==> src/rtl/mem_port_arbiter.sv <==
// Data-port arbiter: CPU MEM stage vs IO/DMA engine, CPU-priority with
// starvation guard, bounded DMA burst lock, address-map checks and registered reads.
module mem_port_arbiter #(
    parameter int WIDTH        = 32,
    parameter int RAMSIZE      = 1024,
    parameter int NSEG         = 6,
    parameter int MAXBURST     = 8,
    parameter int STARVE_LIMIT = 4
) (
    input  logic             clk,
    input  logic             rst,
    input  logic             cpu_req,
    input  logic             cpu_we,
    input  logic [WIDTH-1:0] cpu_addr,
    input  logic [WIDTH-1:0] cpu_wd,
    output logic             cpu_gnt,
    output logic             cpu_stall,
    output logic             cpu_rvalid,
    output logic [WIDTH-1:0] cpu_rdata,
    input  logic             dma_req,
    input  logic             dma_we,
    input  logic [WIDTH-1:0] dma_addr,
    input  logic [WIDTH-1:0] dma_wd,
    output logic             dma_gnt,
    output logic             dma_rvalid,
    output logic [WIDTH-1:0] dma_rdata,
    output logic             mem_we,
    output logic [WIDTH-1:0] mem_addr,
    output logic [WIDTH-1:0] mem_wd,
    input  logic [WIDTH-1:0] mem_rd,
    output logic             err
);

    localparam int BW = $clog2(MAXBURST + 1);
    localparam int SW = $clog2(STARVE_LIMIT + 1);
    localparam logic [BW-1:0] BMAX = BW'(MAXBURST);
    localparam logic [SW-1:0] SMAX = SW'(STARVE_LIMIT);
    localparam logic [WIDTH-1:0] RAM_END = WIDTH'(RAMSIZE * NSEG);
    localparam logic [WIDTH-1:0] IO_ADDR = WIDTH'(RAMSIZE * 7);

    typedef enum logic [1:0] {
        S_IDLE,
        S_CPU,
        S_DMA
    } state_e;

    state_e           state_q, state_d;
    logic [BW-1:0]    burst_q, burst_d;
    logic [SW-1:0]    starve_q, starve_d;
    logic             cpu_rvalid_q, cpu_rvalid_d;
    logic             dma_rvalid_q, dma_rvalid_d;
    logic [WIDTH-1:0] cpu_rdata_q, cpu_rdata_d;
    logic [WIDTH-1:0] dma_rdata_q, dma_rdata_d;
    logic             err_q, err_d;

    logic             lock;
    logic             starved;
    logic             granted;
    logic             sel_we;
    logic [WIDTH-1:0] sel_addr;
    logic [WIDTH-1:0] sel_wd;
    logic             in_ram;
    logic             legal;

    always_comb begin
        cpu_gnt = 1'b0;
        dma_gnt = 1'b0;
        lock    = (state_q == S_DMA) && dma_req && (burst_q < BMAX);
        starved = dma_req && (starve_q == SMAX);
        if (!rst) begin
            cpu_gnt = 1'b0;
        end else if (lock) begin
            dma_gnt = 1'b1;
        end else if (cpu_req && !starved) begin
            cpu_gnt = 1'b1;
        end else if (dma_req) begin
            dma_gnt = 1'b1;
        end
    end

    always_comb begin
        sel_we   = 1'b0;
        sel_addr = '0;
        sel_wd   = '0;
        if (cpu_gnt) begin
            sel_we   = cpu_we;
            sel_addr = cpu_addr;
            sel_wd   = cpu_wd;
        end else if (dma_gnt) begin
            sel_we   = dma_we;
            sel_addr = dma_addr;
            sel_wd   = dma_wd;
        end
    end

    // IO status word is readable but never writable
    assign granted   = cpu_gnt | dma_gnt;
    assign in_ram    = sel_addr < RAM_END;
    assign legal     = in_ram | ((sel_addr == IO_ADDR) & ~sel_we);
    assign mem_we    = granted & sel_we & in_ram;
    assign mem_addr  = sel_addr;
    assign mem_wd    = sel_wd;
    assign cpu_stall = cpu_req & ~cpu_gnt;

    always_comb begin
        state_d      = S_IDLE;
        burst_d      = '0;
        starve_d     = starve_q;
        cpu_rvalid_d = cpu_gnt & ~cpu_we;
        dma_rvalid_d = dma_gnt & ~dma_we;
        cpu_rdata_d  = cpu_rdata_q;
        dma_rdata_d  = dma_rdata_q;
        err_d        = granted & ~legal;
        if (dma_gnt) begin
            state_d  = S_DMA;
            starve_d = '0;
            burst_d  = (burst_q == BMAX) ? burst_q : burst_q + 1'b1;
        end else if (cpu_gnt) begin
            state_d = S_CPU;
            if (dma_req && starve_q != SMAX) begin
                starve_d = starve_q + 1'b1;
            end
        end
        if (cpu_rvalid_d) begin
            cpu_rdata_d = mem_rd;
        end
        if (dma_rvalid_d) begin
            dma_rdata_d = mem_rd;
        end
    end

    always_ff @(posedge clk or negedge rst) begin
        if (!rst) begin
            state_q      <= S_IDLE;
            burst_q      <= '0;
            starve_q     <= '0;
            cpu_rvalid_q <= 1'b0;
            dma_rvalid_q <= 1'b0;
            cpu_rdata_q  <= '0;
            dma_rdata_q  <= '0;
            err_q        <= 1'b0;
        end else begin
            state_q      <= state_d;
            burst_q      <= burst_d;
            starve_q     <= starve_d;
            cpu_rvalid_q <= cpu_rvalid_d;
            dma_rvalid_q <= dma_rvalid_d;
            cpu_rdata_q  <= cpu_rdata_d;
            dma_rdata_q  <= dma_rdata_d;
            err_q        <= err_d;
        end
    end

    assign cpu_rvalid = cpu_rvalid_q;
    assign dma_rvalid = dma_rvalid_q;
    assign cpu_rdata  = cpu_rdata_q;
    assign dma_rdata  = dma_rdata_q;
    assign err        = err_q;

endmodule

==> config.mk <==
export PLATFORM = sky130hd
export DESIGN_NAME = mem_port_arbiter
export DESIGN_NICKNAME = d
export VERILOG_FILES = /design/src/rtl/mem_port_arbiter.sv
export SDC_FILE = /design/constraint.sdc
export NUM_CORES = 1
export LEC_CHECK = 0
export CELL_PAD_IN_SITES_DETAIL_PLACEMENT = 1
export CELL_PAD_IN_SITES_GLOBAL_PLACEMENT = 1
export CORE_UTILIZATION = 26
export CTS_CLUSTER_DIAMETER = 50
export DETAILED_ROUTE_END_ITERATION = 12
export PLACE_DENSITY = 0.95
export SYNTH_ARGS = -nofsm -noshare
export SYNTH_HDL_FRONTEND = slang
export SYNTH_SLANG_ARGS = --single-unit
==> constraint.sdc <==
create_clock -name clk -period 4.47 [get_ports clk]
set_clock_uncertainty 0.1 [all_clocks]
set_input_delay 0.894 -clock clk [delete_from_list [all_inputs] [get_ports clk]]
set_output_delay 0.894 -clock clk [all_outputs]
set_load 0.01 [all_outputs]
-- Yosys cells after proc, flatten, opt, wreduce, memory -nomap -nowiden
Cells that the tools add are included.
- add/subtract/negate cells: 2
- mux-type cells: 20
- bitwise gates (word level): 14
- reduce and logical (&&, ||, !) cells: 9
- equal/unequal tests: 6
- order comparisons: 2
- operators with widths (kind ; count):
    32-bit 2-to-1 mux ; 4
    32-bit by 13-bit == test with 1-bit output, second input constant ; 1
    32-bit by 13-bit less-than comparator with 1-bit output, second input constant ; 1
    1-bit 2-to-1 mux ; 10
    3-bit 2-to-1 mux ; 3
    4-bit 2-to-1 mux ; 2
    1-bit bitwise AND ; 7
    1-bit logical AND ; 5
    1-bit NOT ; 5
    4-bit by 1-bit adder with 4-bit output, second input constant ; 1
    4-bit == test, second input constant ; 1
    4-bit less-than comparator, second input constant ; 1
    2-bit nonzero test ; 2
    3-bit by 1-bit adder with 3-bit output, second input constant ; 1
    3-bit == test, second input constant ; 1
    3-bit != test, second input constant ; 1
    2-bit == test, second input constant ; 1
    2-bit 2-to-1 mux ; 1
    2-bit != test, second input constant ; 1
    1-bit OR ; 2
    2-bit AND reduction ; 1
    1-bit zero test ; 1
- register bits after elaboration: 76
- bits of input ports: 166

-- Depth between registers and ports, before layout
- depth after elaboration: 14
- mapped depth: 10
- depth with buffers taken out: 9

-- Least setup slack after synthesis
Ideal clock, no wire load.
- path kind: input to output
- from: in dma_req
- to: out mem_addr[0]
- path buffers: 3
- required time: 3.476 ns
- path slack: 1.223 ns
- cell stages on the path: 6
- data arrival time: 2.253 ns
- cells stage by stage: buf_2 -> and4bb_4 -> a211oi_2 -> buf_4 -> clkbuf_1 -> a22o_1
- cells in the longest elaborated chain, start to end: 8
- elaborated cells between the ends (all ways): 14
- ends and longest elaborated chain (what ; line ; text):
    start: declaration ; 20 ; input logic dma_req,
    1-bit logical AND ; 69 ; starved = dma_req && (starve_q == SMAX);
    1-bit zero test ; 74 ; end else if (cpu_req && !starved) begin
    1-bit logical AND ; 74 ;
    1-bit 2-to-1 mux ; 74 ;
    1-bit 2-to-1 mux ; 72 ; end else if (lock) begin
    1-bit 2-to-1 mux ; 70 ; if (!rst) begin
    32-bit 2-to-1 mux ; 89 ; end else if (dma_gnt) begin
    32-bit 2-to-1 mux * ; 85 ; if (cpu_gnt) begin
    end: declaration ; 28 ; output logic [WIDTH-1:0] mem_addr,
Mark *: on every way between the ends. The rest lies on a longest branch, timed or not.

-- Final worst setup path
- from: in dma_req
- to: out mem_wd[3]
- cells in the longest elaborated chain, start to end: 8
- elaborated cells between the ends (all ways): 14
- ends and longest elaborated chain (what ; line ; text):
    1-bit logical AND ; 69 ;
    1-bit zero test ; 74 ;
    1-bit logical AND ; 74 ;
    1-bit 2-to-1 mux ; 74 ;
    1-bit 2-to-1 mux ; 72 ;
    1-bit 2-to-1 mux ; 70 ;
    32-bit 2-to-1 mux ; 89 ;
    32-bit 2-to-1 mux * ; 85 ;
    end: declaration ; 29 ; output logic [WIDTH-1:0] mem_wd,
Marked as above.

==> out/qor.txt <==
status - finished clean
drt initial violations - 210
Clock Sinks - 76
total congestion overflow - 0
Via density - 5.01
# DRC - 0
GR Layer Usage met2 - 0.412
Yosys top cell by area - dfrtp_1
CP Class - in -> out
area share of fa/ha/maj cells after synthesis - 0.0129
area growth from synthesis to layout - 90.5%
post-route core utilization - 0.509
crit-path cells - clkdlybuf4s50_1 > inv_1 > a31oi_4 > nand2_4 > inv_2 > buf_12 > a22o_1 > clkdlybuf4s50_1
dpl hpwl - 14.8 mm
core area - 14,500 µm²
Worst-Skew Late Latency - 0.33 ns
Detail Route Antenna Nets - 0
vias in the first global route - 4,413
period utilization - 0.929
deepest clock path buffer count - 2
post-synthesis compound-gate area fraction - 0.176
hold_buf cts - 0
Detailed Routing Iterations Pass 1 - 4
# rows - 44
Crit path buffers/inverters - 5
worst min path class - in -> async
max incr delay on CP - 0.58 ns
met3 Usage GRT - 0.0845
cts repair resizes - 0
syn nets - 477
antenna violations before repair - 3
post-synthesis mux area share - 0.188
largest net degree at the start of global routing - 76
Worst setup SP type - input pin
max_slew headroom - 0.375
layout cells sized above 1 - 0.155
simple-gate share of the synthesized area - 0.0767
global route hottest layer - met2
ranking of synthesized cells by area - dfrtp_1 49%, mux2_2 17%, a22o_1 14%
post-synthesis xor/xnor area fraction - 0.00676
Post-Route WL - 18.2 mm
Final Max Tran Viols - 0
Hold WS - 0.285 ns
setup_tns - 0 ns
main combinational cell family by area after synthesis - multiplexers
Main synth FF type - dfrtp_1
first-pass GRT wire length - 27.4 mm
Seq/Total Area, Yosys - 0.490
critical path's slowest cell - clkdlybuf4s50_1
Final min period - 4.15 ns
most used cell, CP - clkdlybuf4s50_1
final worst setup slack - 0.316 ns
Mean Syn Cell Area - 12.7 µm²
RSZ-0062 raised after global routing - false
Final Setup Violations - 0
required time worst endpoint - 3.48 ns
critical-path maximum fanout - 44
met1 Track Usage GR - 0.267
initial core utilization - 0.267
Die Wd - 124 µm
worst vdd ir - 0.192 mV
DIE AREA - 15,400 µm²
Synth top area share - 0.490
Hold Fails Final Rpt - 0
Power Density - 356 nW/µm²
CTS tree - built
CP Capture Type - output pin
H-tree depth - 3
Yosys cell types - 41
Num CTS Buffers - 9
fmax - 241 MHz
Setup Buffers After CTS - 0
synth warn - 0
number of synthesized flops with an enable pin - 0
Syn Inst Count - 307
GR Util All Layers - 0.236
Port Buffers - 300
cell area after synthesis - 3880 µm²
Worst-path clk slew - 0.06 ns
routability cong. - 1.01
num ports - 301
Die Height - 124 µm
pre-CTS worst setup slack - 0.313 ns
nets - 773
DR WL/cell - 22.9 µm
max-cap check violation count - 0
Worst-Margin Slew - 0.937 ns
Crit path arrival time - 3.16 ns
Overall Power - 2.64 mW
FFs w/ async S/R, synth - 1.00
Leak - 2.95 nW
Largest delay share family, worst path - buffers and inverters
DR vias - 3,976
flops & latches, synth - 76
root buffer cell - clkbuf_16
area by class of cell:
class                   count  area (µm²)
diodes                      1        2.50
clock inverters             7         121
flip-flops and latches     76        1900
multi-input cells         200        1800
fillers                  1521        7130
clock buffers               9         225
well taps                 184         230
inverters                   8        30.0
repair buffers            308        3090
cells in the mapped netlist (2+ instances only):
library cell and count:
nand4_1 3, nor2_1 7, ha_1 4, o41ai_1 2, buf_4 8, inv_1 7, a22o_1 60, buf_6 6
nor4_1 12, a22oi_1 2, mux2_2 60, or3_1 2, o21ai_0 3, clkbuf_1 6, a21oi_1 2, xor2_1 2
mux2_1 4, nand3_1 8, dfrtp_1 76, nand2_1 6, buf_2 3, a32oi_1 4, nor2b_1 2
placed cells by master (no fill, tap or decap), types with 2 or more instances in the layout:
cell               n
a22o_1            60
mux2_2            60
ha_1               4
a22oi_1            2
or3_1              2
xor2_1             2
buf_4              7
bufinv_16          3
mux2_1             4
a32oi_1            4
clkdlybuf4s50_1  299
dfrtp_1           76
o21ai_0            3
nand3_1            8
nor2_1             7
clkbuf_16          9
o41ai_1            2
a21oi_1            2
inv_6              3
nor4_1            12
buf_12             2
nand4_1            3
nand2_1            6
inv_1              7
worst reg2reg max path: stages, from the launching register on:
cell and delay, ns:
dfrtp_1 0.38, inv_1 0.06, ha_1 0.21, and2_1 0.22
a211oi_4 0.43, buf_4 0.21, nor2b_4 0.13, buf_4 0.43
mux2_2 0.43
registers in the layout (all words and copies together) (netlist names):
signal and count:
cpu_rvalid 1, dma_rdata 32, state_q 2, dma_rvalid 1, err 1, burst_q 4
starve_q 3, cpu_rdata 32
kinds of logic (layout without fill, tap and decap cells):
family	Yosys count	in the layout
buffers and inverters	31	332
XOR/XNOR	3	3
AND/OR/NAND/NOR	49	49
other	0	1
flip-flops	76	76
multiplexers	65	65
AO/OA/AOI/OAI	79	79
adder cells (fa/ha/maj)	4	4
stage by stage:
| stage | instance area, µm² | std cells |
|---|---|---|
| 6_report | 7400 | 793 |
| 5_1_grt | 7400 | 792 |
| 4_1_cts | 7400 | 792 |
| 3_5_place_dp | 7050 | 776 |
| 3_3_place_gp | 7050 | 776 |
| 2_1_floorplan | 3880 | 307 |
path summary, 6_finish.rpt:
path | slack, ns | to | from | depth (start not counted)
max reg2reg | 1.75 | cpu_rdata[14] | starve_q[0] | 8
max in group asynchronous | 2.85 | burst_q[2] | rst | 2
max | 0.32 | mem_wd[3] | dma_req | 8
min in group clk | 0.40 | cpu_rdata[25] | cpu_rdata[25] | 1
min | 0.28 | err | rst | 1
min reg2reg | 0.40 | cpu_rdata[25] | cpu_rdata[25] | 1
layer usage:
metal	share of wire	up-vias	wire length [µm]
met2	0.51	210	9220
met5	0.00071	-	13
met1	0.38	1960	6830
met3	0.097	28	1760
met4	0.020	2	370
li1	-	1776	-
power by group:
group	leakage (nW)	total (mW)	switching, mW	internal [mW]
logic	1.86	0.886	0.337	0.549
clock network	0.171	0.848	0.297	0.550
registers	0.921	0.903	0.0796	0.823
(Power assumes the default switching activity.)
